`src/rtl/rx_recv.sv`:
```
// rx_recv: UART receiver (8N1, optional even parity), LSB first, mid-bit sampling.
// Latency: about DW+1.5 bit periods from the start edge at rxs to valid (plus 2 sync cycles).
// Backpressure: one-entry output; a byte completing while valid=1 and ren=0 is dropped and pulses ovf.
//
// Ports:
//   CLK    clock, all logic on posedge
//   RST    synchronous active-high reset
//   RX     asynchronous serial line, idle high
//   ren    consumer accepts dout this cycle (ignored while valid=0)
//   dout   received byte, stable while valid=1
//   valid  dout holds an unread byte
//   ferr   1-cycle pulse: stop bit sampled 0
//   ovf    1-cycle pulse: byte discarded because the previous one was unread
//   perr   1-cycle pulse: parity mismatch (constant 0 unless RX_RECV_PARITY_EN)
//
// Build option: define RX_RECV_PARITY_EN to expect one even-parity bit between
// the data bits and the stop bit.

module rx_recv #(
   parameter int CLK_FREQ  = 10,
   parameter int BAUDRATE  = 9600,
   parameter int SLOOP_MAX = CLK_FREQ*1000*1000/BAUDRATE,
   parameter int DW        = 8
) (
   input  logic          CLK,
   input  logic          RST,
   input  logic          RX,
   input  logic          ren,
   output logic [DW-1:0] dout,
   output logic          valid,
   output logic          ferr,
   output logic          ovf,
   output logic          perr
);

   typedef enum logic [2:0] {
      IDLE   = 3'd0,
      START  = 3'd1,
      DATA   = 3'd2,
      PARITY = 3'd3,
      STOP   = 3'd4,
      BREAK  = 3'd5
   } state_t;

   localparam logic [31:0] CNT_FULL  = 32'(SLOOP_MAX);
   localparam logic [31:0] CNT_HALF  = 32'(SLOOP_MAX / 2);
   localparam logic [4:0]  SCNT_LAST = 5'(DW - 1);

   state_t        state;
   logic [31:0]   cnt;
   logic [4:0]    scnt;
   logic [1:0]    rx_sync;
   logic [DW-1:0] shreg;
   logic          rxs;
   logic          cnt_zero;
   logic          par_ok;

   // Two-flop synchroniser output; every decision below looks only at this.
   assign rxs      = rx_sync[1];
   assign cnt_zero = (cnt == 32'd0);

`ifdef RX_RECV_PARITY_EN
   logic par_bit;

   // Even parity: data bits plus parity bit must XOR to zero.
   assign par_ok = ~(^{shreg, par_bit});
`else
   assign par_ok = 1'b1;
   assign perr   = 1'b0;
`endif

   always_ff @(posedge CLK) begin
      if (RST) begin
         state   <= IDLE;
         cnt     <= 32'd0;
         scnt    <= 5'd0;
         rx_sync <= 2'b11;
         shreg   <= '0;
         dout    <= '0;
         valid   <= 1'b0;
         ferr    <= 1'b0;
         ovf     <= 1'b0;
`ifdef RX_RECV_PARITY_EN
         par_bit <= 1'b0;
         perr    <= 1'b0;
`endif
      end else begin
         rx_sync <= {rx_sync[0], RX};

         // Status outputs are single-cycle pulses.
         ferr <= 1'b0;
         ovf  <= 1'b0;
`ifdef RX_RECV_PARITY_EN
         perr <= 1'b0;
`endif

         // Consumer handshake; a delivery later in this block overrides the clear.
         if (valid && ren) begin
            valid <= 1'b0;
         end

         case (state)
            IDLE: begin
               if (!rxs) begin
                  // Wait half a bit so the start bit is re-checked at its centre.
                  state <= START;
                  cnt   <= CNT_HALF;
               end
            end

            START: begin
               if (cnt_zero) begin
                  if (rxs) begin
                     // Line went back high: treat as a glitch.
                     state <= IDLE;
                  end else begin
                     state <= DATA;
                     cnt   <= CNT_FULL;
                     scnt  <= 5'd0;
                  end
               end else begin
                  cnt <= cnt - 32'd1;
               end
            end

            DATA: begin
               if (cnt_zero) begin
                  // Line order is LSB first, so shifting in at the MSB
                  // leaves bit 0 in shreg[0] after DW samples.
                  shreg <= {rxs, shreg[DW-1:1]};
                  scnt  <= scnt + 5'd1;
                  cnt   <= CNT_FULL;
                  if (scnt == SCNT_LAST) begin
`ifdef RX_RECV_PARITY_EN
                     state <= PARITY;
`else
                     state <= STOP;
`endif
                  end
               end else begin
                  cnt <= cnt - 32'd1;
               end
            end

`ifdef RX_RECV_PARITY_EN
            PARITY: begin
               if (cnt_zero) begin
                  par_bit <= rxs;
                  cnt     <= CNT_FULL;
                  state   <= STOP;
               end else begin
                  cnt <= cnt - 32'd1;
               end
            end
`endif

            STOP: begin
               if (cnt_zero) begin
`ifdef RX_RECV_PARITY_EN
                  perr <= ~par_ok;
`endif
                  if (!rxs) begin
                     // Framing error; hold off until the line returns high so a
                     // held-low line (break) cannot be mistaken for a start bit.
                     ferr  <= 1'b1;
                     state <= BREAK;
                  end else begin
                     state <= IDLE;
                     if (par_ok) begin
                        if (valid && !ren) begin
                           // Previous byte still unread: keep it, drop this one.
                           ovf <= 1'b1;
                        end else begin
                           dout  <= shreg;
                           valid <= 1'b1;
                        end
                     end
                  end
               end else begin
                  cnt <= cnt - 32'd1;
               end
            end

            BREAK: begin
               if (rxs) begin
                  state <= IDLE;
               end
            end

            default: begin
               state <= IDLE;
            end
         endcase
      end
   end

endmodule

```
`config.mk`:
```
export PLATFORM = sky130hd
export DESIGN_NAME = rx_recv
export DESIGN_NICKNAME = d
export VERILOG_FILES = /design/src/rtl/rx_recv.sv
export SDC_FILE = /design/constraint.sdc
export NUM_CORES = 1
export LEC_CHECK = 0
export BUFFER_PORTS_ARGS = -buffer_cell sky130_fd_sc_hd__buf_2
export CAP_MARGIN = 20
export CORE_MARGIN = 5
export CORE_UTILIZATION = 51
export DETAILED_ROUTE_END_ITERATION = 10
export HOLD_SLACK_MARGIN = 0.08
export PLACE_DENSITY = 0.78
export SLEW_MARGIN = 20
export SYNTH_ARGS = -nofsm -noshare
export SYNTH_HDL_FRONTEND = slang
export SYNTH_SLANG_ARGS = --single-unit
```
`constraint.sdc`:
```
create_clock -name CLK -period 2.5 [get_ports CLK]
set_input_delay 0.375 -clock CLK [delete_from_list [all_inputs] [get_ports CLK]]
set_output_delay 0.375 -clock CLK [all_outputs]
set_load 0.005 [all_outputs]
```
Yosys cells after proc, flatten, opt, wreduce, memory -nomap -nowiden
Index checks and enable logic that the tools add are counted.

Bits in registers: 61. Bits of input ports: 4. Word-level logic and storage cells: 69.

Add/subtract/negate cells: 2. Eq/ne operators: 14. Muxes and demuxes: 26. Bitwise gates (word level): 4. Reduce and logical (&&, ||, !) cells: 14.

Operators by type and width (number): $mux W32 (5); $pmux W32 S4 (1); $logic_not A32 Y1 (1); $sub A32 B1 Y32 const B (1); $mux W3 (7); $ne A2 B2 Y1 const B (8); $mux W5 (3); $pmux W3 S5 (1); $reduce_and A4 Y1 (3); $pmux W5 S2 (1); $mux W1 (7); $eq A3 B3 Y1 const B (2); $reduce_and A6 Y1 (1); $add A5 B1 Y5 const B (1); $eq A5 B3 Y1 const B (1); $not A1 Y1 (4); $reduce_bool A4 Y1 (1); $reduce_or A4 Y1 (1); $eq A3 B1 Y1 const B (1); $eq A3 B2 Y1 const B (1); $logic_not A3 Y1 (1); $ne A3 B3 Y1 const B (1); $reduce_or A3 Y1 (1); $logic_and A1 B1 Y1 (2); other kinds (4) (4).

Logic depth before layout (Yosys ltp)
Gate-level depths: netlist of the first run.

Depth in word-level cells: 6. Depth in mapped cells: 10.

Least setup slack after synthesis of the first run
OpenSTA, ideal clock, no wires.

Kind: reg2reg. Start point: register cnt[20]. End point: register dout[7]. Library setup time: 0.128 ns. Data arrival time: 2.216 ns. Setup slack: 0.156 ns. Stages on the path, launching flop included: 8. Buffers on the path: 2. Cell sequence: dfxtp_1 > or4_4 > or3_1 > buf_6 > or4_4 > buf_6 > mux2i_1 > nor2_1.

Longest elaborated chain between the ends: 2.

Ends and longest elaborated chain: from (decl) (line 50) `logic [31:0] cnt;`; from (signal assigned) (line 122) `cnt <= cnt - 32'd1;`; from (signal assigned) (line 141) `cnt <= cnt - 32'd1;`; from (signal assigned) (line 180) `cnt <= cnt - 32'd1;`; $logic_not A32 Y1 (line 60) `assign cnt_zero = (cnt == 32'd0);`; $reduce_and A4 Y1 (no line); to (signal assigned) (line 174) `dout <= shreg;`; to (decl) (line 29) `output logic [DW-1:0] dout,`.

No other way between the ends. A chain may end at the register's enable or synchronous reset.

Worst setup path after layout of the first run
Start point: register cnt[24]. End point: register scnt[1].

Longest elaborated chain between the ends: 3.

Ends and longest elaborated chain: $logic_not A32 Y1 * (line 60); $ne A2 B2 Y1 (no line); $reduce_and A4 Y1 (no line) *; to (signal assigned) (line 131) `scnt <= scnt + 5'd1;`; to (decl) (line 51) `logic [4:0] scnt;`.

Mark *: on every way between the ends. The rest lies on a longest branch, timed or not.

==> metrics.md, run 1 <==
| Metric | Value |
|---|---|
| Power Density | `970 nW/um^2` |
| Worst slew pin tran | `0.714 ns` |
| Syn Area/Cell | `8.45 um^2` |
| Max Freq | `419 MHz` |
| Largest net degree at the start of global routing | `48` |
| Worst Path Max Fanout | `6` |
| Top Usage Layer GRT | `met2` |
| Worst Path Class, Setup | `reg -> reg` |
| CTS buffer count | `9` |
| Register area share after synthesis | `39.5%` |
| Hold EP | `rx_sync[0]` |
| Cts hold-fix bufs | `0` |
| Crit path required time | `2.72 ns` |
| TritonCTS clock tree | `built` |
| Inst Count DP | `451` |
| Vias in the first global route | `2656` |
| Root Driver | `clkbuf_8` |
| # resized after CTS | `0` |
| Routed length per instance | `14.9 um` |
| Share of layout cells above drive strength 1 | `18.1%` |
| Hold depth | `2` |
| Setup Skew | `0.00658 ns` |
| Nets | `394` |
| Height of the die | `87.9 um` |
| Post-CTS Setup Bufs | `0` |
| Post-synth cell types | `62` |
| Synth Area in Simple Gates | `28.9%` |
| Final WL | `6980 um` |
| DRC | `0` |
| Syn Nets | `373` |
| Final Util | `59.4%` |
| Period utilisation layout | `95.4%` |
| DR vias/cell | `6.17` |
| Max Slew Vio Count | `0` |
| Register bit total from synthesis | `61` |
| Worst min-delay path category | `in -> reg` |
| Post-Synth Adder-Cell Area | `1.54%` |
| Initial core utilization | `52.2%` |
| Met3 usage | `4.99%` |
| CP Launch Point | `cnt[24]` |
| R2r startpoint | `cnt[24]` |
| Worst skew pair latency | `0.35 ns` |
| Detailed-route via count | `2881` |
| Finish-stage setup viols | `0` |
| Largest family of logic cells by synthesized area | `simple AND/OR/NAND/NOR gates` |
| DP HPWL | `4690 um` |
| Status | `finished, final reports clean` |
| Clock sinks | `61` |
| Final Worst Setup Slack | `0.116 ns` |
| VDD IR max | `0.635 mV` |
| I/O Pins | `16` |
| Synth Area in Compound Gates | `20.4%` |
| CP endpoint kind | `flop` |
| Dominant synthesized flop cell | `dfxtp_1` |
| Max-cap violations | `0` |
| RSZ-0062 raised after global routing | `false` |
| All-Layer GR Usage | `19.6%` |
| Worst R2R Setup Slack | `0.12 ns` |
| Width of the chip | `87.9 um` |
| Number of buffers added on ports | `14` |
| Reg2reg end | `scnt[1]` |
| First-pass GRT wire length | `12000 um` |
| Met1 usage | `25.0%` |
| Commonest non-fill, non-tap cell in the layout | `dfxtp_1` |
| Gr ovfl total | `0` |
| CTS clk-pin slew, worst paths | `0.07 ns` |
| Fin. Hold Viols | `0` |
| TNS Setup | `0 ns` |
| Mapped Area | `3090 um^2` |
| Highest-count cells in the layout ignoring fill and taps | `dfxtp_1, a21oi_1, nand2_1, nor2_1, buf_4` |
| XOR/XNOR share of the synthesized area | `0.567%` |
| DIE AREA | `7720 um^2` |
| H-tree levels | `3` |
| WP data arrival | `2.60 ns` |
| Leakage power | `1.31 nW` |
| Diode count | `0` |
| GR Layer Usage met2 | `31.0%` |
| Number of antenna violations at the first check in global routing | `0` |
| Post-synth EDFFs | `0` |
| Max_slew headroom | `52.4%` |
| Number of routed nets with antenna violations | `0` |
| Place WS | `0.128 ns` |
| First drt pass iteration count | `5` |
| Core region area | `5920 um^2` |
| Reg2Reg Depth | `7` |
| Final cell count without fillers | `467` |
| Initial DRC count | `190` |
| P&R area growth vs syn | `13.8%` |
| Worst Setup Start Kind | `flop` |
| CTS Buffer Depth | `2` |
| Min Hold Slack | `0.200 ns` |
| Worst hold start | `RX` |
| Async set-or-reset flop fraction in the synthesized netlist | `0%` |
| Final GP Congestion | `0.904` |
| Syn Inst Count | `366` |
| Mux cell area share after synthesis | `3.60%` |
| Synthesis warning total | `0` |
| Tmin final | `2.38 ns` |
| FP Rows | `28` |
## final cells by class
type                       count  area [um^2]
sequential                    61         1220
multi-input combinational    275         1710
inverter                       5         18.8
clock buffer                   9          124
clock inverter                 7         97.6
fill                         513         2400
tap                           75         93.8
timing repair buffer          35          253
## how the worst max path moves through the flow
stage,to,slack [ns]
final,scnt[1],0.12
after floorplan,dout[7],0.16
after CTS,cnt[10],0.11
after detailed placement,scnt[1],0.13
after global placement,scnt[1],0.16
after global routing,scnt[1],0.01
## routing by layer
| metal | vias to the layer above | routed length, um |
|---|---|---|
| met5 | - | 0 |
| li1 | 1420 | - |
| met4 | 0 | 156 |
| met3 | 15 | 383 |
| met1 | 1350 | 3180 |
| met2 | 96 | 3260 |
## synthesized netlist by cell type, types with 2 or more instances
| cell type | n | area share, % |
|---|---|---|
| o41ai_1 | 2 | 0.57 |
| buf_4 | 3 | 0.73 |
| a21o_1 | 2 | 0.49 |
| xnor2_1 | 2 | 0.57 |
| nand4b_1 | 2 | 0.57 |
| nor3b_1 | 4 | 0.97 |
| and3_1 | 2 | 0.40 |
| or3_1 | 13 | 2.6 |
| or4_2 | 2 | 0.57 |
| nor2_1 | 27 | 3.3 |
| or4_1 | 12 | 2.9 |
| a31oi_1 | 6 | 1.2 |
| o21a_1 | 3 | 0.73 |
| or4_4 | 3 | 1.1 |
| buf_6 | 4 | 1.5 |
| o21ai_1 | 6 | 0.97 |
| mux2i_1 | 10 | 3.2 |
| or2_2 | 5 | 1.0 |
| o21ai_0 | 11 | 1.8 |
| buf_1 | 2 | 0.24 |
| a311oi_1 | 2 | 0.57 |
| o31ai_1 | 13 | 3.2 |
| buf_2 | 4 | 0.65 |
| clkbuf_1 | 11 | 1.3 |
| a21oi_1 | 44 | 7.1 |
| inv_1 | 5 | 0.61 |
| nand3_1 | 10 | 1.6 |
| and2_1 | 4 | 0.81 |
| nor4_1 | 8 | 1.6 |
| nor4_4 | 2 | 1.4 |
| dfxtp_1 | 61 | 39 |
| nand2_1 | 38 | 4.6 |
| a211oi_1 | 3 | 0.73 |
| ha_1 | 3 | 1.2 |
| nand4_1 | 5 | 1.0 |
| nor3_1 | 6 | 0.97 |
## critical path: stages (launching register included)
cell and delay [ns]:
dfxtp_1 0.35, or4_4 0.58, or3_1 0.41, buf_4 0.19, nor4_1 0.32, buf_4 0.19
mux2i_1 0.18, nor2_1 0.05
## registers in the layout, summed over array words and instances, names as in the netlist
signal / count
dout: 8
scnt: 5
cnt: 32
ovf: 1
valid: 1
shreg: 8
rx_sync: 2
state: 3
ferr: 1
## through the flow
| step | power, mW | cell area (um^2) |
|---|---|---|
| after floorplan | 2.04 | 3090 |
| after global placement | 2.39 | 3300 |
| after detailed placement | 2.42 | 3300 |
| after CTS | 3.41 | 3520 |
| after global routing | 3.62 | 3520 |
| final | 3.41 | 3520 |
## report_power, final
group          total, mW  switching [mW]  internal (mW)
registers           1.13          0.0852           1.04
logic               1.30           0.787          0.512
clock network      0.985           0.422          0.564
total               3.41            1.29           2.12
## logic make-up (layout without fill, tap and decap cells)
group	after synthesis	after routing
fa+ha+maj	4	4
compound gates	102	102
mux	11	11
flops	61	61
buf+inv	30	56
xor+xnor	2	2
other cells	1	1
simple gates	155	155
No activity file was read; power rests on OpenSTA's default activity.
==> run 2, diff against run 1 <==
- GPL_TIMING_DRIVEN: not set -> 0
==> metrics.md, run 2 (same netlist as run 1, synthesis figures left out) <==
| Metric | Value |
|---|---|
| Status | `finished, final reports clean` |
| CP endpoint kind | `flop` |
| CTS Buffer Depth | `2 (unchanged)` |
| CTS clk-pin slew, worst paths | `0.07 ns (about the same)` |
| Slowest stage delay, CP | `0.57 ns (about the same)` |
| TritonCTS clock tree | `built` |
| Number of buffers added on ports | `14 (unchanged)` |
| DR vias/cell | `6.34 (+2.7%)` |
| Routed length per instance | `16.0 um (+7.4%)` |
| Final Worst Setup Slack | `0.0705 ns (-0.0456 ns)` |
| Worst Setup Start Kind | `flop` |
| Commonest non-fill, non-tap cell in the layout | `dfxtp_1` |
| Fin. Hold Viols | `0 (unchanged)` |
| Detailed-route via count | `3010 (+4.5%)` |
| Final Util | `61.5% (+2.0 points)` |
| Highest-count cells in the layout ignoring fill and taps | `dfxtp_1, a21oi_1, nand2_1, nor2_1, buf_2` |
| Diode count | `0 (unchanged)` |
| Worst Path Class, Setup | `reg -> reg` |
| DP HPWL | `5030 um (+7.4%)` |
| Max Freq | `412 MHz (-1.9%)` |
| Flop pwr share | `31.5% (-1.6 points)` |
| First-pass GRT wire length | `12700 um (+6.3%)` |
| Number of routed nets with antenna violations | `0 (unchanged)` |
| Final Cell Area | `3640 um^2 (+3.4%)` |
| CP max stage cell | `or4_4` |
| Worst slew pin tran | `0.784 ns (+0.0704 ns)` |
| WP data arrival | `2.66 ns (+0.06 ns)` |
| Leakage power | `1.34 nW (+1.9%)` |
| Height of the die | `87.9 um (unchanged)` |
| Final GP Congestion | `0.898 (-0.66%)` |
| Max-cap violations | `0 (unchanged)` |
| Period utilisation layout | `97.2% (+1.8 points)` |
| Inst Count DP | `455 (+0.89%)` |
| Max Slew Vio Count | `0 (unchanged)` |
| CTS buffer count | `9 (unchanged)` |
| Tmin final | `2.43 ns (+0.0456 ns)` |
| Initial core utilization | `52.2% (unchanged)` |
| Finish-stage setup viols | `0 (unchanged)` |
| Combinational share of power | `38.0% (about the same)` |
| Max reg flops | `32 (unchanged)` |
| Gr ovfl total | `0 (unchanged)` |
| Area post-placement | `3260 um^2 (-1.3%)` |
| H-tree levels | `3 (unchanged)` |
| Worst min-delay path category | `in -> reg` |
| TNS Setup | `0 ns (unchanged)` |
| Largest delay share family, worst path | `simple AND/OR/NAND/NOR gates` |
| VDD IR max | `0.476 mV (-25%)` |
| Worst Path Max Fanout | `7 (+1)` |
| Largest register by flop count | `cnt` |
| P&R area growth vs syn | `17.7%` |
| Vias in the first global route | `2697 (+1.5%)` |
| Place WS | `-0.298 ns (-0.425 ns)` |
| I/O Pins | `16 (unchanged)` |
| Initial DRC count | `206 (+8.4%)` |
| Internal power | `2.23 mW (+5.1%)` |
| FP Rows | `28 (unchanged)` |
| Nets | `402 (+2.0%)` |
| Total Power | `3.59 mW (+5.1%)` |
| Width of the chip | `87.9 um (unchanged)` |
| Share of layout cells above drive strength 1 | `20.8% (+2.6 points)` |
| DIE AREA | `7720 um^2 (unchanged)` |
| Largest net degree at the start of global routing | `13 (-73%)` |
| DRC | `0 (unchanged)` |
| Power Density | `986 nW/um^2 (+1.7%)` |
| All-Layer GR Usage | `20.8% (+1.2 points)` |
| Net Sw Frac | `37.9% (+0.038 points)` |
| Final cell count without fillers | `475 (+1.7%)` |
| CP cell instances | `or4_4 -> nor3_4 -> nand3_4 -> or3_1 -> a2111oi_1` |
| Max_slew headroom | `47.4% (-5.0 points)` |
| Net Switching | `1.36 mW (+5.2%)` |
| Setup Skew | `0.00932 ns (+0.00274 ns)` |
| First drt pass iteration count | `5 (unchanged)` |
| Clock sinks | `61 (unchanged)` |
| Clk pwr share | `30.4% (+1.5 points)` |
| Core region area | `5920 um^2 (unchanged)` |
| Crit path required time | `2.73 ns (about the same)` |
| Top flop regs | `cnt x32, dout x8, shreg x8` |
| Final WL | `7620 um (+9.2%)` |
| Min Hold Slack | `0.210 ns (+0.0102 ns)` |
| CP bufs+invs | `0 (-2)` |
| Root Driver | `clkbuf_8` |
| Cts hold-fix bufs | `0 (unchanged)` |
| Worst skew pair latency | `0.35 ns (about the same)` |
| Number of antenna violations at the first check in global routing | `0 (unchanged)` |
-- run 2: changes by cell type in the layout (fill, tap and decap cells not counted), moves of 4 or more --
cell      change
clkbuf_1      +9
nor4_1        -4
buf_4         -7
nor4_2        +4
-- run 2: path summary, 6_finish.rpt --
check / from / end / slack [ns] / cells after the start
setup / recovery: cnt[21] / cnt[10] / 0.07 / 5
hold / removal: RX / rx_sync[0] / 0.21 / 2
setup reg to reg: cnt[21] / cnt[10] / 0.07 / 5
hold reg to reg: rx_sync[0] / rx_sync[1] / 0.41 / 1
-- run 2: layout make-up --
class	instances	area, um^2
inverter	5	18.8
fill	513	2280
timing repair buffer	22	130
multi-input combinational	275	1800
clock buffer	9	124
clock inverter	7	124
tap	75	93.8
buffer	21	128
sequential	61	1220
-- run 2: power by group through the flow --
stage               sequential [mW]  combinational, mW  clock, mW
finish                         1.13               1.36       1.09
global placement               1.14               1.14          0
CTS                            1.12               1.22       1.11
floorplan                      1.12              0.916          0
global route                   1.14               1.50       1.15
detailed placement             1.14               1.16          0
-- run 2: repair_timing --
action | in CTS | in global routing
resized for setup | 7 | 17
setup endpoints to repair | 28 | 42
pin swaps | 0 | 6
buffers inserted | 1 | 7
-- run 2: layer usage --
metal / vias up / part of all wire (%) / global-route usage [%]
li1: 1425 / - / -
met1: 1438 / 42 / 27.6
met2: 127 / 49 / 32.6
met3: 20 / 6.5 / 4.05
met4: 0 / 2.4 / 9.76
met5: - / 0 / 0
==> run 3, diff against run 2 <==
- CTS_CLUSTER_DIAMETER: not set -> 60
- REMOVE_ABC_BUFFERS: not set -> 1
==> metrics.md, run 3 (same netlist as run 1, synthesis figures left out) <==
| Metric | Value |
|---|---|
| Worst Path Max Fanout | `11 (+4)` |
| Status | `finished, final reports clean` |
| Max Freq | `412 MHz (about the same)` |
| Slowest stage delay, CP | `0.50 ns (-0.07 ns)` |
| DR vias/cell | `6.04 (-4.7%)` |
| Worst Path Class, Setup | `reg -> reg` |
| Top flop regs | `cnt x32, dout x8, shreg x8` |
| Clock sinks | `61 (unchanged)` |
| Multi-input logic area | `1770 um^2 (-1.5%)` |
| Leakage power | `1.28 nW (-4.1%)` |
| Period utilisation layout | `97.2% (about the same)` |
| Number of routed nets with antenna violations | `0 (unchanged)` |
| Power Density | `1000 nW/um^2 (+1.7%)` |
| Detailed-route via count | `2749 (-8.7%)` |
| CTS clk-pin slew, worst paths | `0.08 ns (about the same)` |
| # fillers | `512 (-0.19%)` |
| Largest net degree at the start of global routing | `41 (+28)` |
| Number of buffers added on ports | `14 (unchanged)` |
| Width of the chip | `87.9 um (unchanged)` |
| Share of layout cells above drive strength 1 | `18.7% (-2.1 points)` |
| Number of antenna violations at the first check in global routing | `0 (unchanged)` |
| CP endpoint kind | `flop` |
| Max Slew Vio Count | `0 (unchanged)` |
| Tmin final | `2.43 ns (-0.000473 ns)` |
| CTS buffer count | `9 (unchanged)` |
| Height of the die | `87.9 um (unchanged)` |
| Largest register by flop count | `cnt` |
| Root Driver | `clkbuf_8` |
| Fin. Hold Viols | `0 (unchanged)` |
| Commonest non-fill, non-tap cell in the layout | `dfxtp_1` |
| Setup Skew | `0.00833 ns (-0.000990 ns)` |
| Vias in the first global route | `2603 (-3.5%)` |
| P&R area growth vs syn | `13.9%` |
| Worst hold start | `RX` |
| Worst Setup Start Kind | `flop` |
| Hold depth | `2 (unchanged)` |
| Cts hold-fix bufs | `0 (unchanged)` |
| DIE AREA | `7720 um^2 (unchanged)` |
| CP cell instances | `nor4_1 -> and4_4 -> nand3_4 -> or3_1 -> a2111oi_0` |
| Max_slew headroom | `52.0% (+4.6 points)` |
| Crit path required time | `2.73 ns (about the same)` |
| Worst min-delay path category | `in -> reg` |
| Worst skew pair latency | `0.35 ns (about the same)` |
| H-tree levels | `3 (unchanged)` |
| Diode count | `0 (unchanged)` |
| Finish-stage setup viols | `0 (unchanged)` |
| Initial DRC count | `225 (+9.2%)` |
| VDD IR max | `0.635 mV (+34%)` |
| Reg2reg end | `cnt[10]` |
| TNS Setup | `0 ns (unchanged)` |
| Final WL | `6940 um (-9.0%)` |
| Total Power | `3.53 mW (-1.6%)` |
| Nets | `382 (-5.0%)` |
| Area occupied by registers | `1220 um^2 (+0.10%)` |
| Worst R2R Setup Slack | `0.07 ns (about the same)` |
| Routed length per instance | `15.2 um (-5.0%)` |
| Hold EP | `rx_sync[0]` |
| Reg2Reg Depth | `5 (unchanged)` |
| First drt pass iteration count | `4 (-1)` |
| Highest-count cells in the layout ignoring fill and taps | `dfxtp_1, a21oi_1, nand2_1, nor2_1, buf_2` |
| First-pass GRT wire length | `11800 um (-7.4%)` |
| DP HPWL | `4520 um (-10%)` |
| Initial core utilization | `52.2% (unchanged)` |
| Gr ovfl total | `0 (unchanged)` |
| R2r startpoint | `cnt[14]` |
| Final Util | `59.5% (-2.0 points)` |
| DRC | `0 (unchanged)` |
| WP data arrival | `2.66 ns (about the same)` |
| I/O Pins | `16 (unchanged)` |
| All-Layer GR Usage | `19.3% (-1.5 points)` |
| Max-cap violations | `0 (unchanged)` |
| Final GP Congestion | `0.835 (-7.0%)` |
| FP Rows | `28 (unchanged)` |
| Max reg flops | `32 (unchanged)` |
| CTS Buffer Depth | `2 (unchanged)` |
| Core region area | `5920 um^2 (unchanged)` |
| TritonCTS clock tree | `built` |
| Worst slew pin tran | `0.720 ns (-0.0636 ns)` |
| CP max stage cell | `nor4_1` |
-- run 3: final cells by class --
type                            count  share of cell area [%]
Tap cell                           75                    2.66
Timing Repair Buffer               23                    4.69
Inverter                            5                   0.533
Clock buffer                        9                    3.52
Multi-Input combinational cell    275                    50.4
Sequential cell                    61                    34.7
Clock inverter                      7                    3.52
-- run 3: metrics by stage --
stage	hold WS, ns	cells	instance area [um^2]	setup slack [ns]
4_1_cts	0.197	453	3450	-0.0276
3_3_place_gp	0.395	430	3110	-1.52
6_report	0.204	455	3520	0.0710
3_5_place_dp	0.398	433	3160	-0.193
5_1_grt	0.198	455	3520	-0.0515
2_1_floorplan	0.389	341	2940	-0.804
-- run 3: layer usage --
metal / global-route usage, % / vias up / part of all wire [%]
met5: 0 / - / 0
met4: 9.90 / 0 / 2.2
met3: 4.80 / 16 / 4.4
met2: 30.1 / 66 / 47
met1: 24.7 / 1282 / 47
li1: - / 1385 / -
-- run 3: critical path, delay by kind of cell, from the launching register on --
kind	cells	cell delay, ns
flip-flops	1	0.36
AO/OA/AOI/OAI	1	0.43
AND/OR/NAND/NOR	4	1.51
-- run 3: where the power goes --
part           switching [mW]  leakage, nW  total [mW]  internal [mW]
Clock                   0.428        0.120        1.09          0.666
Combinational           0.815        0.668        1.30          0.486
Sequential             0.0925        0.494        1.14           1.04
Total                    1.34         1.28        3.53           2.20
-- run 3: timing repair --
| item | 4_1_cts | 5_1_grt |
|---|---|---|
| pin swaps | 1 | 3 |
| endpoints found under the setup margin | 34 | 34 |
| buffers inserted | 4 | 2 |
| hold endpoints to repair | 0 | 0 |
| resized for setup | 5 | 9 |
-- run 3: how the worst max path moves through the flow --
stage          cells past startpoint      end     from
4_1_cts                            5  cnt[10]  cnt[20]
3_5_place_dp                       6  cnt[31]  cnt[14]
2_1_floorplan                      5  cnt[20]  cnt[20]
5_1_grt                            5  cnt[10]  cnt[14]
6_report                           5  cnt[10]  cnt[14]
3_3_place_gp                       5  cnt[20]  cnt[20]
